[src/rtl/uart_rx.sv]
// UART receiver: 2-flop synchronized line, mid-bit sampling, 8N1 or 8E1 frames.
// Define UART_RX_PARITY_EN for the even-parity stage (needed when paired with uart_tx).
module uart_rx #(
  parameter int CLK_CY_PER_BIT = 87
) (
  input  logic       i_clk,
  input  logic       i_rst_n,
  input  logic       i_Rx_Serial,
  output logic       o_Rx_Dv,
  output logic [7:0] o_Rx_Byte,
  output logic       o_Rx_Active,
  output logic       o_Parity_Err,
  output logic       o_Framing_Err
);

  localparam int CNT_W = $clog2(CLK_CY_PER_BIT);
  localparam logic [CNT_W-1:0] BIT_LAST = CNT_W'(CLK_CY_PER_BIT - 1);
  localparam logic [CNT_W-1:0] HALF_BIT = CNT_W'((CLK_CY_PER_BIT - 1) / 2);
  localparam logic [CNT_W-1:0] CNT_ONE  = CNT_W'(1);

  localparam logic [2:0] S_IDLE    = 3'd0;
  localparam logic [2:0] S_START   = 3'd1;
  localparam logic [2:0] S_DATA    = 3'd2;
`ifdef UART_RX_PARITY_EN
  localparam logic [2:0] S_PARITY  = 3'd3;
`endif
  localparam logic [2:0] S_STOP    = 3'd4;
  localparam logic [2:0] S_CLEANUP = 3'd5;

  logic             sync_1;
  logic             rx_sync;
  logic [2:0]       state;
  logic [CNT_W-1:0] clk_cnt;
  logic [2:0]       bit_idx;
  logic [7:0]       shift;
`ifdef UART_RX_PARITY_EN
  logic             parity_bad;
`endif

  // NOTE: synchronizer resets to 1 so a reset never looks like a start bit.
  always_ff @(posedge i_clk) begin
    if (!i_rst_n) begin
      sync_1  <= 1'b1;
      rx_sync <= 1'b1;
    end else begin
      sync_1  <= i_Rx_Serial;
      rx_sync <= sync_1;
    end
  end

  always_ff @(posedge i_clk) begin
    if (!i_rst_n) begin
      state         <= S_IDLE;
      clk_cnt       <= '0;
      bit_idx       <= '0;
      shift         <= '0;
      o_Rx_Dv       <= 1'b0;
      o_Rx_Byte     <= '0;
      o_Rx_Active   <= 1'b0;
      o_Framing_Err <= 1'b0;
`ifdef UART_RX_PARITY_EN
      parity_bad    <= 1'b0;
      o_Parity_Err  <= 1'b0;
`endif
    end else begin
      // NOTE: default low each cycle makes o_Rx_Dv a single-cycle pulse.
      o_Rx_Dv <= 1'b0;
      case (state)
        S_IDLE: begin
          clk_cnt <= '0;
          if (!rx_sync) begin
            state       <= S_START;
            bit_idx     <= '0;
            o_Rx_Active <= 1'b1;
          end
        end
        S_START: begin
          if (clk_cnt == HALF_BIT) begin
            clk_cnt <= '0;
            if (!rx_sync) begin
              state <= S_DATA;
            end else begin
              state       <= S_IDLE;
              o_Rx_Active <= 1'b0;
            end
          end else begin
            clk_cnt <= clk_cnt + CNT_ONE;
          end
        end
        S_DATA: begin
          if (clk_cnt == BIT_LAST) begin
            clk_cnt        <= '0;
            shift[bit_idx] <= rx_sync;
            if (bit_idx == 3'd7) begin
`ifdef UART_RX_PARITY_EN
              state <= S_PARITY;
`else
              state <= S_STOP;
`endif
            end else begin
              bit_idx <= bit_idx + 3'd1;
            end
          end else begin
            clk_cnt <= clk_cnt + CNT_ONE;
          end
        end
`ifdef UART_RX_PARITY_EN
        S_PARITY: begin
          if (clk_cnt == BIT_LAST) begin
            clk_cnt    <= '0;
            parity_bad <= rx_sync ^ (^shift);
            state      <= S_STOP;
          end else begin
            clk_cnt <= clk_cnt + CNT_ONE;
          end
        end
`endif
        S_STOP: begin
          if (clk_cnt == BIT_LAST) begin
            clk_cnt       <= '0;
            o_Rx_Dv       <= 1'b1;
            o_Rx_Byte     <= shift;
            o_Framing_Err <= ~rx_sync;
`ifdef UART_RX_PARITY_EN
            o_Parity_Err  <= parity_bad;
`endif
            state         <= S_CLEANUP;
          end else begin
            clk_cnt <= clk_cnt + CNT_ONE;
          end
        end
        S_CLEANUP: begin
          // A low stop bit may mean a break; wait for the line to recover.
          if (rx_sync) begin
            state       <= S_IDLE;
            o_Rx_Active <= 1'b0;
          end
        end
        default: state <= S_IDLE;
      endcase
    end
  end

`ifndef UART_RX_PARITY_EN
  assign o_Parity_Err = 1'b0;
`endif

endmodule
[config.mk]
export PLATFORM = sky130hd
export DESIGN_NAME = uart_rx
export DESIGN_NICKNAME = d
export VERILOG_FILES = /design/src/rtl/uart_rx.sv
export SDC_FILE = /design/constraint.sdc
export NUM_CORES = 1
export LEC_CHECK = 0
export CAP_MARGIN = 20
export CORE_AREA = 5 5 59 61
export CTS_BUF_LIST = sky130_fd_sc_hd__clkbuf_8
export DETAILED_ROUTE_END_ITERATION = 10
export DIE_AREA = 0 0 64 66
export PLACE_DENSITY = 0.83
export SYNTH_ARGS = -nofsm -noshare
export SYNTH_HDL_FRONTEND = slang
export SYNTH_SLANG_ARGS = --single-unit
[constraint.sdc]
create_clock -name i_clk -period 2.3 [get_ports i_clk]
set_input_delay 0.69 -clock i_clk [delete_from_list [all_inputs] [get_ports i_clk]]
set_output_delay 0.69 -clock i_clk [all_outputs]
set_load 0.005 [all_outputs]
==> reports/results.ini <==
[run_status]
status = finished clean

[pwr]
seqPwrFrac_pct = 42.4
clkPwrFrac_pct = 43.8
p_per_area_nw_per_um2 = 816
p_sw_share_pct = 23.5
leakage_nw = 0.778
p_comb_share_pct = 13.8
vdd_drop_max_mv = 0.766
internal_power_mw = 1.18
p_sw_mw = 0.363

[global_route]
antenna_found_initial = 0
grt_use_total_pct = 16.1
grt_first_pass_wirelength_mm = 5.33
first_global_vias = 1192
grt_max_degree = 19
grt_overflow = 0

[finish]
instances_no_fill = 218
final_layout_size_suffix_gt1_share_pct = 11.9
syn_to_final_growth_pct = 19.4
antenna_cells = 0
final.fill_count = 238
nNetsFinal = 191

[worst_setup_path]
critical_path_class = primary input to flip-flop
cp_cell_sequence = clkdlybuf4s50_1 > clkinv_1 > buf_12 > nor4_1 > mux2_2
crit_fanout = 17
crit_required_ps = 2530
path_depth = 5
critPathBufInv = 3
cpMaxStageDelayCell = clkdlybuf4s50_1
path_delay_family = buffers and inverters
critPathArrivalTime_ps = 2210
crit_path_end_kind = flip-flop
r2r_cells = 7
slowest_delay_ps = 500
startpoint_type = primary input

[clock_network]
cts_resized = 0
post-cts-setup-buffers = 0
cts.path.max_buffers = 2
hold_buffers = 0
clock_latency_ps = 290
cts_root_buf = clkbuf_8
cts_tree = yes
cts_sinks = 34
cts_max_level = 2
clk_pin_slew_ps = 70
numCtsBuffers = 5

[routing]
firstDrtPassIters = 4
wl_mm = 3.09
vias_per_cell = 5.81
drt_iter0_drc = 83
antenna_left = 0
routedWlPerCell_um = 14.2
drc = 0
num_vias = 1267

[die]
ios = 15
fp.dieW_um = 64
rows = 20
die_h_um = 66
core-area_sq_um = 2930
dieArea_sq_um = 4220
start_util_pct = 54.2

[timing]
hold_viol = 0
fmax_mhz = 506
final_min_period_over_clock_period_pct = 86.0
skew_ps = 6.62
tightestPinTransition_ps = 490
slew_viol_final = 0
setup-violations-final = 0
rsz0062_at_grt = false
relSlewSlack_pct = 67.0
tns_ps = 0
period_needed_ps = 1980

[synthesis]
synth_top_area_share_pct = 42.9
synth_area_leaders = dfxtp_1, mux2i_1, nor2_1, a22o_1, ha_1
syn_area_per_cell_sq_um = 9.33
ys_async_sr_fraction_pct = 0
synth_warnings = 0
synth_largest_area_cell = dfxtp_1
syn_nets = 177
syn_area_sq_um = 1590
synthFlopType = dfxtp_1
synth.ff_latch_count = 34
yosysMostFrequentCell = dfxtp_1
yosysSeqAreaShare_pct = 42.9
yosys-top-cells-count = dfxtp_1, nor2_1, mux2i_1
synth_edf_count = 0
synthCells = 170
synth_cell_types = 47

[placement]
port-buffer-count = 13
hpwlAfterDp_mm = 2.26
place_congestion = 0.798
dp_cells = 210

[hold_path]
worstHoldPathType = flip-flop to flip-flop
holdPathStages = 1

[run]
drv_cap = 0

layout make-up:
class                   instances  area, sq um  share of cell area [%]
multi-input cells             123          846                    44.6
clock inverters                 2         60.1                    3.17
repair buffers                 17          173                    9.11
clock buffers                   6         82.6                    4.36
flip-flops and latches         34          681                    35.9
inverters                       3         11.3                   0.594
well taps                      33         41.3                    2.18
stage by stage:
step / cell area [sq um] / utilization [%] / hold WS, ps / setup WS, ps / power (mW)
floorplan: 1590 / - / 386 / 397 / 0.826
global placement: 1750 / 59.8 / 400 / 139 / 0.869
detailed placement: 1750 / 59.8 / 423 / 49.9 / 0.882
CTS: 1890 / 64.7 / 441 / 356 / 1.56
global route: 1890 / 64.7 / 443 / 240 / 1.62
finish: 1890 / 64.7 / 428 / 322 / 1.55
registers in the layout (all words and copies together), names as in the netlist:
name / flops
o_Rx_Byte: 8
shift: 8
clk_cnt: 7
bit_idx: 3
state: 3
o_Framing_Err: 1
o_Rx_Active: 1
o_Rx_Dv: 1
rx_sync: 1
sync_1: 1
placed cells by master (no fill, tap or decap), types with 2 or more instances in the layout:
| cell | count |
|---|---|
| o31ai_1 | 3 |
| ha_1 | 4 |
| inv_1 | 2 |
| nand3_1 | 6 |
| bufinv_16 | 2 |
| and2_1 | 2 |
| nand2b_1 | 8 |
| dfxtp_1 | 34 |
| nor3_1 | 5 |
| clkbuf_8 | 6 |
| a31oi_1 | 4 |
| nand2_1 | 12 |
| nor4_1 | 2 |
| clkdlybuf4s50_1 | 13 |
| a21oi_1 | 6 |
| nand3b_1 | 2 |
| a22o_1 | 6 |
| mux2i_1 | 13 |
| buf_4 | 3 |
| o211ai_1 | 2 |
| nor2_1 | 19 |
| and3_1 | 2 |
| o21ai_0 | 3 |
power by group through the flow:
stage / sequential (mW) / combinational (mW) / clock, mW
6_report: 0.655 / 0.213 / 0.677
5_1_grt: 0.663 / 0.235 / 0.720
4_1_cts: 0.655 / 0.213 / 0.691
3_5_place_dp: 0.669 / 0.213 / 0
3_3_place_gp: 0.666 / 0.203 / 0
2_1_floorplan: 0.645 / 0.182 / 0
routing by layer:
metal  vias to the layer above  share of wire [%]  track usage, %
li1                        641                  -               -
met1                       605                 43            18.1
met2                        17                 51            26.9
met3                         4                4.5            5.44
met4                         0                1.2            8.31
met5                         -                  0               0
cell families after synthesis:
family	after synthesis	share of synthesized area (%)
AOI/OAI and AO/OA	34	16.0
and+or+nand+nor	68	23.7
xor gates and xnor gates	1	0.552
muxes	15	9.62
buffers and inverters	13	3.79
adders and majority gates	4	3.15
DFF	34	42.9
other	1	0.236
path summary, 6_finish.rpt:
kind	from	slack (ps)	to
worst max-delay path	i_rst_n	320	bit_idx[0]
worst min-delay path	sync_1	430	rx_sync
worst max register to register	clk_cnt[0]	390	state[0]
worst min register to register	sync_1	430	rx_sync
(Power assumes the default switching activity.)
